### src/rtl/lcd_pkg.sv
// Shared definitions for the LCD frame-refresh path: FSM encoding, screen
// geometry, command addresses, ASCII codes and the per-frame snapshot payload.
package lcd_pkg;

    localparam int unsigned NOTE_W = 3;
    localparam int unsigned POS_W  = 4;
    localparam int unsigned COL_W  = 4;
    localparam int unsigned DATA_W = 8;
    localparam int unsigned ADDR_W = 7;

    localparam int unsigned LINE_LEN = 16;

    localparam logic [ADDR_W-1:0] LINE0_ADDR = 7'h00;
    localparam logic [ADDR_W-1:0] LINE1_ADDR = 7'h40;
    localparam logic [COL_W-1:0]  CENTRE_COL = 4'd8;
    localparam logic [COL_W-1:0]  COL_LAST   = COL_W'(LINE_LEN - 1);
    localparam logic [NOTE_W-1:0] NOTE_NONE  = 3'd7;
    localparam logic [NOTE_W-1:0] NOTE_LAST  = 3'd5;

    localparam logic [DATA_W-1:0] ASC_SPACE = 8'h20;
    localparam logic [DATA_W-1:0] ASC_STAR  = 8'h2A;
    localparam logic [DATA_W-1:0] ASC_DASH  = 8'h2D;
    localparam logic [DATA_W-1:0] ASC_COLON = 8'h3A;
    localparam logic [DATA_W-1:0] ASC_BAR   = 8'h7C;
    localparam logic [DATA_W-1:0] ASC_2     = 8'h32;
    localparam logic [DATA_W-1:0] ASC_3     = 8'h33;
    localparam logic [DATA_W-1:0] ASC_4     = 8'h34;
    localparam logic [DATA_W-1:0] ASC_A     = 8'h41;
    localparam logic [DATA_W-1:0] ASC_B     = 8'h42;
    localparam logic [DATA_W-1:0] ASC_D     = 8'h44;
    localparam logic [DATA_W-1:0] ASC_E     = 8'h45;
    localparam logic [DATA_W-1:0] ASC_G     = 8'h47;
    localparam logic [DATA_W-1:0] ASC_N     = 8'h4E;
    localparam logic [DATA_W-1:0] ASC_O     = 8'h4F;
    localparam logic [DATA_W-1:0] ASC_T     = 8'h54;

    typedef enum logic [1:0] {
        S_IDLE = 2'd0,
        S_ADDR = 2'd1,
        S_CHAR = 2'd2,
        S_GAP  = 2'd3
    } state_t;

    // Inputs captured at frame start; the whole frame is painted from this.
    typedef struct packed {
        logic [NOTE_W-1:0] note;
        logic [POS_W-1:0]  pos;
    } snap_t;

    // Indices 6 and 7 both mean "no signal".
    function automatic logic [NOTE_W-1:0] norm_note(input logic [NOTE_W-1:0] n);
        return (n > NOTE_LAST) ? NOTE_NONE : n;
    endfunction

endpackage

### src/rtl/lcd_screen_writer_if.sv
// Handshake bundle between the screen writer and the LCD transaction layer.
//   do_write_data / data_to_write           : level request + character
//   do_set_dd_ram_addr / dd_ram_addr        : level request + address
//   send_data_done / set_dd_ram_addr_done   : one-cycle completion pulses
interface lcd_screen_writer_if
    import lcd_pkg::*;
();
    logic              do_write_data;
    logic [DATA_W-1:0] data_to_write;
    logic              do_set_dd_ram_addr;
    logic [ADDR_W-1:0] dd_ram_addr;
    logic              send_data_done;
    logic              set_dd_ram_addr_done;

    modport master (
        output do_write_data, data_to_write, do_set_dd_ram_addr, dd_ram_addr,
        input  send_data_done, set_dd_ram_addr_done
    );

    modport slave (
        input  do_write_data, data_to_write, do_set_dd_ram_addr, dd_ram_addr,
        output send_data_done, set_dd_ram_addr_done
    );
endinterface

### src/rtl/lcd_char_rom.sv
// Combinational screen content: (line, col, note, pos) -> ASCII character.
//   line : 0 = "NOTE: xx" line, 1 = tuning indicator line
//   col  : column 0..15
//   note : normalised note index (0..5, or NOTE_NONE)
//   pos  : indicator column
//   ch_c : character to display
module lcd_char_rom
    import lcd_pkg::*;
(
    input  logic              line,
    input  logic [COL_W-1:0]  col,
    input  logic [NOTE_W-1:0] note,
    input  logic [POS_W-1:0]  pos,
    output logic [DATA_W-1:0] ch_c
);
    logic [DATA_W-1:0] letter;
    logic [DATA_W-1:0] digit;
    logic              has_note;

    // Note name pair; dashes when there is no signal.
    always_comb begin
        letter = ASC_DASH;
        digit  = ASC_DASH;
        case (note)
            3'd0:    begin letter = ASC_E; digit = ASC_2; end
            3'd1:    begin letter = ASC_A; digit = ASC_2; end
            3'd2:    begin letter = ASC_D; digit = ASC_3; end
            3'd3:    begin letter = ASC_G; digit = ASC_3; end
            3'd4:    begin letter = ASC_B; digit = ASC_3; end
            3'd5:    begin letter = ASC_E; digit = ASC_4; end
            default: begin letter = ASC_DASH; digit = ASC_DASH; end
        endcase
    end

    assign has_note = (note <= NOTE_LAST);

    always_comb begin
        ch_c = ASC_SPACE;
        if (!line) begin
            case (col)
                4'd0:    ch_c = ASC_N;
                4'd1:    ch_c = ASC_O;
                4'd2:    ch_c = ASC_T;
                4'd3:    ch_c = ASC_E;
                4'd4:    ch_c = ASC_COLON;
                4'd6:    ch_c = letter;
                4'd7:    ch_c = digit;
                default: ch_c = ASC_SPACE;
            endcase
        end else if (has_note) begin
            if (col == pos)             ch_c = ASC_STAR;
            else if (col == CENTRE_COL) ch_c = ASC_BAR;
            else                        ch_c = ASC_DASH;
        end
    end
endmodule

### src/rtl/lcd_screen_writer.sv
// Frame-refresh controller: on update_req snapshots note/position and paints
// both LCD lines (address command + 16 character writes each) through the
// transaction layer's level-request / done-pulse handshake.
//   clk, reset_n          : clock, async active-low reset
//   update_req            : one-cycle refresh request
//   note_idx, tune_pos    : display inputs, sampled at frame start
//   bus (master)          : transaction-layer handshake
//   busy                  : frame in progress
//   frame_done            : one-cycle pulse after the last character
module lcd_screen_writer
    import lcd_pkg::*;
(
    input  logic               clk,
    input  logic               reset_n,
    input  logic               update_req,
    input  logic [NOTE_W-1:0]  note_idx,
    input  logic [POS_W-1:0]   tune_pos,
    lcd_screen_writer_if.master bus,
    output logic               busy,
    output logic               frame_done
);
    state_t            state, state_n;
    state_t            gap_tgt, gap_tgt_n;
    logic              line, line_n;
    logic [COL_W-1:0]  col, col_n;
    snap_t             snap, snap_n;
    logic              pending, pending_n;
    logic              busy_n, frame_done_n;
    logic              start;

    logic              do_w_n, do_a_n;
    logic [DATA_W-1:0] data_n;
    logic [ADDR_W-1:0] addr_n;
    logic [DATA_W-1:0] rom_c;

    lcd_char_rom u_rom (
        .line (line_n),
        .col  (col_n),
        .note (snap_n.note),
        .pos  (snap_n.pos),
        .ch_c (rom_c)
    );

    // State, counters, snapshot and registered outputs.
    always_ff @(posedge clk or negedge reset_n) begin
        if (!reset_n) begin
            state                  <= S_IDLE;
            gap_tgt                <= S_CHAR;
            line                   <= 1'b0;
            col                    <= '0;
            snap                   <= '0;
            pending                <= 1'b0;
            busy                   <= 1'b0;
            frame_done             <= 1'b0;
            bus.do_write_data      <= 1'b0;
            bus.data_to_write      <= '0;
            bus.do_set_dd_ram_addr <= 1'b0;
            bus.dd_ram_addr        <= '0;
        end else begin
            state                  <= state_n;
            gap_tgt                <= gap_tgt_n;
            line                   <= line_n;
            col                    <= col_n;
            snap                   <= snap_n;
            pending                <= pending_n;
            busy                   <= busy_n;
            frame_done             <= frame_done_n;
            bus.do_write_data      <= do_w_n;
            bus.data_to_write      <= data_n;
            bus.do_set_dd_ram_addr <= do_a_n;
            bus.dd_ram_addr        <= addr_n;
        end
    end

    // Next-state logic. S_GAP with gap_tgt == S_IDLE is a back-to-back restart.
    always_comb begin
        state_n      = state;
        gap_tgt_n    = gap_tgt;
        line_n       = line;
        col_n        = col;
        snap_n       = snap;
        pending_n    = pending;
        busy_n       = busy;
        frame_done_n = 1'b0;
        start        = 1'b0;

        case (state)
            S_IDLE: begin
                if (update_req || pending) start = 1'b1;
            end
            S_ADDR: begin
                if (bus.set_dd_ram_addr_done) begin
                    state_n   = S_GAP;
                    gap_tgt_n = S_CHAR;
                end
            end
            S_CHAR: begin
                if (bus.send_data_done) begin
                    state_n = S_GAP;
                    if (col != COL_LAST) begin
                        col_n     = col + COL_W'(1);
                        gap_tgt_n = S_CHAR;
                    end else if (!line) begin
                        line_n    = 1'b1;
                        col_n     = '0;
                        gap_tgt_n = S_ADDR;
                    end else begin
                        frame_done_n = 1'b1;
                        if (pending || update_req) begin
                            gap_tgt_n = S_IDLE;
                        end else begin
                            state_n = S_IDLE;
                            busy_n  = 1'b0;
                        end
                    end
                end
            end
            S_GAP: begin
                if (gap_tgt == S_IDLE) start = 1'b1;
                else                   state_n = gap_tgt;
            end
            default: state_n = S_IDLE;
        endcase

        // Requests during a frame collapse into one pending refresh.
        if (state != S_IDLE && update_req) pending_n = 1'b1;

        if (start) begin
            snap_n.note = norm_note(note_idx);
            snap_n.pos  = tune_pos;
            pending_n   = 1'b0;
            line_n      = 1'b0;
            col_n       = '0;
            state_n     = S_ADDR;
            busy_n      = 1'b1;
        end
    end

    // Request/payload next values; payload holds while the request is low.
    always_comb begin
        do_a_n = (state_n == S_ADDR);
        do_w_n = (state_n == S_CHAR);
        addr_n = bus.dd_ram_addr;
        data_n = bus.data_to_write;
        if (do_a_n) addr_n = line_n ? LINE1_ADDR : LINE0_ADDR;
        if (do_w_n) data_n = rom_c;
    end
endmodule

### src/flat_wrapper.sv
// flat-port wrapper written by rule: the top's interface ports become plain ports
module lcd_screen_writer_flat import lcd_pkg::*;
  (clk, reset_n, update_req, note_idx, tune_pos, busy, frame_done, bus_do_write_data, bus_data_to_write, bus_do_set_dd_ram_addr, bus_dd_ram_addr, bus_send_data_done, bus_set_dd_ram_addr_done);
  lcd_screen_writer_if bus_i ();
  input  logic clk;
  input  logic reset_n;
  input  logic update_req;
  input  logic [NOTE_W-1:0] note_idx;
  input  logic [POS_W-1:0] tune_pos;
  output logic busy;
  output logic frame_done;
  output wire logic [$bits(bus_i.do_write_data)-1:0] bus_do_write_data;
  output wire logic [$bits(bus_i.data_to_write)-1:0] bus_data_to_write;
  output wire logic [$bits(bus_i.do_set_dd_ram_addr)-1:0] bus_do_set_dd_ram_addr;
  output wire logic [$bits(bus_i.dd_ram_addr)-1:0] bus_dd_ram_addr;
  input wire logic [$bits(bus_i.send_data_done)-1:0] bus_send_data_done;
  input wire logic [$bits(bus_i.set_dd_ram_addr_done)-1:0] bus_set_dd_ram_addr_done;
  assign bus_do_write_data = bus_i.do_write_data;
  assign bus_data_to_write = bus_i.data_to_write;
  assign bus_do_set_dd_ram_addr = bus_i.do_set_dd_ram_addr;
  assign bus_dd_ram_addr = bus_i.dd_ram_addr;
  assign bus_i.send_data_done = bus_send_data_done;
  assign bus_i.set_dd_ram_addr_done = bus_set_dd_ram_addr_done;
  lcd_screen_writer u_core (.clk(clk), .reset_n(reset_n), .update_req(update_req), .note_idx(note_idx), .tune_pos(tune_pos), .bus(bus_i), .busy(busy), .frame_done(frame_done));
endmodule
### config.mk
export PLATFORM = sky130hd
export DESIGN_NAME = lcd_screen_writer_flat
export DESIGN_NICKNAME = d
export VERILOG_FILES = /design/src/rtl/lcd_pkg.sv /design/src/rtl/lcd_screen_writer_if.sv /design/src/rtl/lcd_char_rom.sv /design/src/rtl/lcd_screen_writer.sv /design/src/flat_wrapper.sv
export SDC_FILE = /design/constraint.sdc
export NUM_CORES = 1
export LEC_CHECK = 0
export BUFFER_PORTS_ARGS = -buffer_cell sky130_fd_sc_hd__buf_2
export CAP_MARGIN = 0
export CORE_ASPECT_RATIO = 0.7
export CORE_MARGIN = 1.5
export CORE_UTILIZATION = 60
export CTS_CLUSTER_DIAMETER = 120
export DETAILED_ROUTE_END_ITERATION = 8
export HOLD_SLACK_MARGIN = 0.03
export PLACE_DENSITY = 0.85
export SETUP_SLACK_MARGIN = 0.1
export SYNTH_ARGS = -nofsm -noshare
export SYNTH_HDL_FRONTEND = slang
export SYNTH_HIERARCHICAL = 1
export SYNTH_SLANG_ARGS = --single-unit
### constraint.sdc
create_clock -name clk -period 9.08 [get_ports clk]
set_input_delay 0.908 -clock clk [delete_from_list [all_inputs] [get_ports clk]]
set_output_delay 0.908 -clock clk [all_outputs]
set_load 0.01 [all_outputs]
==> results of run 1 <==
==> state kept, by name, indices dropped and copies added (netlist names), 2 cells and up <==
register	count
u_core/state	2
u_core/snap	7
u_core/col	4
u_core/bus.data_to_write	8
u_core/gap_tgt	2
==> routing by layer <==
metal,vias up,share of wire
li1,702,-
met1,719,0.44
met2,80,0.45
met3,6,0.098
met4,0,0.012
met5,-,0
==> synthesized netlist by cell type, drive strengths merged (2+ instances only) <==
library cell	count
inv	9
a211o	2
buf	13
a21oi	10
nor2	13
mux2	12
nand4	3
ha	6
clkbuf	2
a31oi	5
nor3	3
xnor2	5
o31ai	2
nor4b	2
conb	2
o21ai	12
nand2b	4
nor2b	2
or4	2
nand3	3
and3	2
dfrtp	29
o22ai	3
nand2	34
==> logic make-up (layout without fill, tap and decap cells) <==
| logic type | count (synthesis) | count (layout) | synth area share |
|---|---|---|---|
| fa+ha+maj | 6 | 6 | 0.0417 |
| other cells | 2 | 7 | 0.00417 |
| compound gates | 43 | 43 | 0.163 |
| mux | 12 | 12 | 0.0751 |
| simple gates | 72 | 72 | 0.199 |
| flops | 30 | 30 | 0.418 |
| xor+xnor | 5 | 5 | 0.0243 |
| buf+inv | 24 | 40 | 0.0744 |
==> path summary, 6_finish.rpt <==
kind | slack (ns) | end | depth (start not counted)
min in group asynchronous | 0.65 | u_core/pending | 1
hold / removal | 0.51 | u_core/bus.data_to_write[2] | 1
hold reg to reg | 0.51 | u_core/bus.data_to_write[2] | 1
max in group asynchronous | 8.01 | u_core/bus.do_write_data | 1
setup reg to reg | 5.69 | u_core/bus.data_to_write[0] | 10
setup / recovery | 5.69 | u_core/bus.data_to_write[0] | 10
==> worst max-delay path: stages (launching register included) <==
cell,delay [ns]
dfrtp_1,0.41
inv_1,0.13
ha_1,0.35
nor4b_1,0.43
o21ba_2,0.30
o21ai_0,0.58
nand2b_1,0.21
mux2_2,0.34
o21ai_0,0.15
o22ai_1,0.11
mux2_2,0.28
==> through the flow <==
stage | util | instances | hold WS (ns)
after global placement | 0.668 | 244 | 0.479
after floorplan | - | 199 | 0.429
after CTS | 0.708 | 251 | 0.507
final | 0.708 | 251 | 0.506
after detailed placement | 0.668 | 244 | 0.494
after global routing | 0.708 | 251 | 0.523
==> final cells by class <==
type / count / area share
multi-input combinational: 145 / 0.467
sequential: 30 / 0.376
timing repair buffer: 24 / 0.0601
clock buffer: 6 / 0.0413
tap: 36 / 0.0225
inverter: 9 / 0.0181
clock inverter: 1 / 0.0150
==> power by group <==
part	switching [mW]	internal, mW
logic	0.226	0.152
clock network	0.0475	0.0876
registers	0.0265	0.180
==> impl_metrics.json, run 1 <==
{
  "critical_path_class": "reg -> reg",
  "min_period_ns": 3.39,
  "grt_setup_unrepaired": "no",
  "dp_slack_ns": 5.65,
  "routed_wl_mm": 3.87,
  "vias_per_cell": 6.00,
  "route.detailed.drc": 0,
  "tightest_slew_ns": 1.09,
  "dr.pass1.iters": 6,
  "met3_usage": 0.0785,
  "post_cts_buffers": 0,
  "cts.sinks": 30,
  "worstSetupEndpointType": "flip-flop",
  "syn-instance-count": 194,
  "final_cell_mix": "34 x nand2_1, 29 x dfrtp_1, 24 x buf_2",
  "ys_seq_elements": 30,
  "layout_commonest_cell": "nand2_1",
  "num-fill-cells": 208,
  "hp-class": "reg -> reg",
  "start_util": 0.638,
  "max-clock-path-buffers": 2,
  "cp.required_ns": 9.24,
  "top_usage_layer": "met2",
  "core_um2": 2820,
  "worstHoldStart": "u_core/bus.data_to_write[2]",
  "fp.dieH_um": 48.8,
  "path_clk_slew_ns": 0.06,
  "ys_seq_area_frac": 0.418,
  "syn-cell-area_um2": 1800,
  "worstPathArrival_ns": 3.56,
  "ir_worst_vdd_mv": 0.212,
  "timing.slew.headroom": 0.264,
  "grt_max_degree": 31,
  "yosys_warnings": 6,
  "antenna_found_initial": 0,
  "synth_area_leaders": "dfrtp_1 40%, mux2_2 7.5%, nand2_1 7.1%",
  "synthDistinctLibCells": 44,
  "final.period_utilization": 0.374,
  "grt_pass1_wl_mm": 6.49,
  "p_leak_nw": 0.902,
  "synth_top_area_share": 0.403,
  "fp.dieW_um": 68.5,
  "insertedDiodeCount": 0,
  "io_buffers": 24,
  "design_area_um2": 2000,
  "maxCapViolCount": 0,
  "wire_per_inst_um": 15.4,
  "grt_overflow": 0,
  "worstSkewPairLatency_ns": 0.28,
  "dr.first_iter.drc_count": 160,
  "powerDensity_nw_per_um2": 360,
  "hold_viol": 0,
  "drive_gt1_frac": 0.242,
  "multi_input_area_um2": 933,
  "placed_cell_area_um2": 1890,
  "async_flop_share": 1.00,
  "area_growth_pct": 11.0,
  "grt_pass1_vias": 1423,
  "regArea_um2": 752,
  "status": "finished clean",
  "num_rows": 16,
  "crit_fanout": 10,
  "drv_slew": 0,
  "gp_congestion": 0.981,
  "fin_ws_ns": 5.69,
  "synth-edff-count": 0,
  "ant_nets": 0,
  "synth_flop_cell": "dfrtp_1",
  "pin_count": 31,
  "power.total_uw": 720,
  "hold_buffers": 0,
  "synth_area_per_cell_um2": 9.28,
  "setup_tns_ns": 0,
  "fmax_mhz": 295,
  "hpwlAfterDp_mm": 2.79,
  "cts_buffers": 5,
  "finalClockSkew_ns": 0.00708,
  "synth.largest_area_cell": "dfrtp_1",
  "grt_usage": 0.263,
  "via_count": 1507,
  "die_area_um2": 3340,
  "tritoncts": "done",
  "grt_util_met2": 0.396,
  "rr_startpoint": "u_core/state[0]",
  "crit_start": "u_core/state[0]",
  "cts-root-buf": "clkbuf_8",
  "nets": 233,
  "htree_levels": 2,
  "cts_resized": 0,
  "setup_viol": 0,
  "worstSetupStartpointType": "flip-flop",
  "grtUsageMet1": 0.366
}
Note: power is estimated with default switching activity, not from simulation.
==> inputs of run 2 (changes only) <==
--- a/config.mk
+++ b/config.mk
@@ -5,15 +5,16 @@
 export SDC_FILE = /design/constraint.sdc
 export NUM_CORES = 1
 export LEC_CHECK = 0
+export ABC_AREA = 1
 export BUFFER_PORTS_ARGS = -buffer_cell sky130_fd_sc_hd__buf_2
 export CAP_MARGIN = 0
 export CORE_ASPECT_RATIO = 0.7
 export CORE_MARGIN = 1.5
-export CORE_UTILIZATION = 60
+export CORE_UTILIZATION = 51
 export CTS_CLUSTER_DIAMETER = 120
 export DETAILED_ROUTE_END_ITERATION = 8
 export HOLD_SLACK_MARGIN = 0.03
-export PLACE_DENSITY = 0.85
+export PLACE_DENSITY = 0.76
 export SETUP_SLACK_MARGIN = 0.1
 export SYNTH_ARGS = -nofsm -noshare
 export SYNTH_HDL_FRONTEND = slang
==> constraint.sdc (replaced) <==
create_clock -name clk -period 2.9 [get_ports clk]
set_input_delay 0.29 -clock clk [delete_from_list [all_inputs] [get_ports clk]]
set_output_delay 0.29 -clock clk [all_outputs]
set_load 0.01 [all_outputs]
==> impl_metrics.json, run 2 <==
{
  "status": "finished clean",
  "hold_viol": 0,
  "grt_pass1_vias": 1460,
  "final_cell_mix": "102 x nand2_1, 32 x inv_1, 28 x dfrtp_1",
  "crit_top_cell": "nand2_1",
  "num_rows": 18,
  "insertedDiodeCount": 0,
  "core_um2": 3580,
  "antenna_found_initial": 0,
  "drv_slew": 0,
  "ir_worst_vdd_mv": 0.664,
  "synth_area_per_cell_um2": 7.16,
  "finalClockSkew_ns": 0.00906,
  "ys_seq_elements": 30,
  "reg_top3": "u_core/bus.data_to_write (8), u_core/snap (7), u_core/col (4)",
  "worstSkewPairLatency_ns": 0.28,
  "synthDistinctLibCells": 31,
  "synth_top_area_share": 0.375,
  "yosys_warnings": 6,
  "io_buffers": 24,
  "area_growth_pct": 15.3,
  "tightest_slew_ns": 0.661,
  "max_flop_register": "u_core/bus.data_to_write",
  "met1_length_mm": 2.17,
  "die_area_um2": 4170,
  "largest_register_ffs": 8,
  "syn-instance-count": 270,
  "ys_seq_area_frac": 0.389,
  "synth_top_cells_by_count": "102 x nand2_1, 32 x inv_1, 29 x dfrtp_1",
  "setup_viol": 0,
  "p_leak_nw": 1.23,
  "num-fill-cells": 332,
  "path_clk_slew_ns": 0.07,
  "max-clock-path-buffers": 2,
  "gp_congestion": 0.883,
  "grt_pass1_wl_mm": 6.91,
  "cts-root-buf": "clkbuf_8",
  "min_period_ns": 2.52,
  "maxCapViolCount": 0,
  "hpwlAfterDp_mm": 2.97,
  "hp-class": "in -> async",
  "dr.first_iter.drc_count": 108,
  "grt_setup_unrepaired": "no",
  "setup_tns_ns": 0,
  "fp.dieH_um": 54.5,
  "critical_path_class": "reg -> reg",
  "vias_per_cell": 4.89,
  "hold_buffers": 0,
  "synth-edff-count": 0,
  "path_delay_family": "compound AO/OA/AOI/OAI gates",
  "grt_overflow": 0,
  "wl_met3_um": 184,
  "cp.required_ns": 3.08,
  "synth_flop_cell": "dfrtp_1",
  "cts.sinks": 30,
  "cp_slowest_stage_delay_ns": 0.44,
  "tritoncts": "done",
  "cts_resized": 0,
  "layout_commonest_cell": "nand2_1",
  "fin_util": 0.623,
  "worstSetupEndpointType": "flip-flop",
  "power.total_mw": 2.80,
  "async_flop_share": 1.00,
  "drive_gt1_frac": 0.192,
  "ant_nets": 0,
  "fp.dieW_um": 76.6,
  "via_count": 1721,
  "routed_wl_mm": 4.12,
  "pin_count": 31,
  "dr_wl_met2_mm": 1.72,
  "htree_levels": 2,
  "cp_slowest_cell": "dfrtp_1",
  "route.detailed.drc": 0,
  "fmax_mhz": 396,
  "wire_per_inst_um": 11.7,
  "nets": 319,
  "post_cts_buffers": 0,
  "yosysMostFrequentCell": "nand2_1",
  "top_layer": "met4",
  "fin_cells": 352,
  "powerDensity_nw_per_um2": 1260,
  "cts_buffers": 5,
  "synth.largest_area_cell": "dfrtp_1",
  "dr.pass1.iters": 4,
  "start_util": 0.540,
  "timing.slew.headroom": 0.559,
  "crit_fanout": 16,
  "final.period_utilization": 0.870,
  "worstSetupStartpointType": "flip-flop",
  "grt_usage": 0.219,
  "regArea_um2": 753,
  "dp.cells": 344,
  "syn-cell-area_um2": 1930,
  "crit_path_cell_trace": "inv_1 -> ha_1 -> inv_1 -> nand2_4 -> buf_4 -> o21ai_0 -> o21ai_0 -> a21oi_1 -> nand2_1 -> nand2_1 -> nand2_1 -> nand3_1 -> nand2_1",
  "grt_max_degree": 31,
  "worstPathArrival_ns": 2.70,
  "worst-path-buf-inv": 3,
  "multi_input_area_um2": 1020,
  "synth_area_leaders": "dfrtp_1 38%, nand2_1 20%, nand3_1 6.2%"
}
-- run 2: power by group --
group	switching [mW]	internal [mW]
Sequential	0.0914	0.588
Combinational	1.13	0.559
Clock	0.152	0.280
-- run 2: final timing paths --
check / startpoint / end / slack (ns) / depth (start not counted)
setup / recovery: u_core/state[0] / u_core/bus.data_to_write[1] / 0.38 / 13
hold / removal: reset_n / u_core/gap_tgt[0] / 0.03 / 1
setup reg to reg: u_core/state[0] / u_core/bus.data_to_write[1] / 0.38 / 13
hold reg to reg: u_core/bus.data_to_write[6] / u_core/bus.data_to_write[6] / 0.46 / 2
max in group asynchronous: reset_n / u_core/state[1] / 2.41 / 1
min in group clk: tune_pos[3] / u_core/snap[3] / 0.26 / 3
-- run 2: cells by family after synthesis --
logic type | share of synthesized area
AOI/OAI and AO/OA | 0.0822
other | 0.00388
DFF | 0.389
and+or+nand+nor | 0.388
adders and majority gates | 0.0388
buffers and inverters | 0.0977
-- run 2: metal layers --
layer  track usage  up-vias
met5             0        -
met4        0.0926        0
met3        0.0483        5
met2         0.329       46
met1         0.310      771
li1              -      899
-- run 2: final cells by class --
class | count | share of cell area
clock buffer | 7 | 0.0387
clock inverter | 1 | 0.0135
inverter | 35 | 0.0606
multi-input combinational | 202 | 0.457
sequential | 30 | 0.338
tap | 50 | 0.0281
timing repair buffer | 27 | 0.0640
-- run 2: worst register-to-register path, cell delays in order (launching register included) --
cell     delay (ns)
dfrtp_1        0.44
inv_1          0.11
ha_1           0.30
inv_1          0.11
nand2_4        0.08
buf_4          0.20
o21ai_0        0.42
o21ai_0        0.25
a21oi_1        0.20
nand2_1        0.07
nand2_1        0.06
nand2_1        0.06
nand3_1        0.08
nand2_1        0.05
-- run 2: metrics by stage --
stage	hold WS [ns]	area (um2)	setup WS [ns]
finish	0.0337	2230	0.377
global route	0.0850	2230	0.101
CTS	0.0525	2220	0.237
detailed placement	0.361	2100	0.293
global placement	0.363	2100	0.331
floorplan	-0.00559	1950	0.543
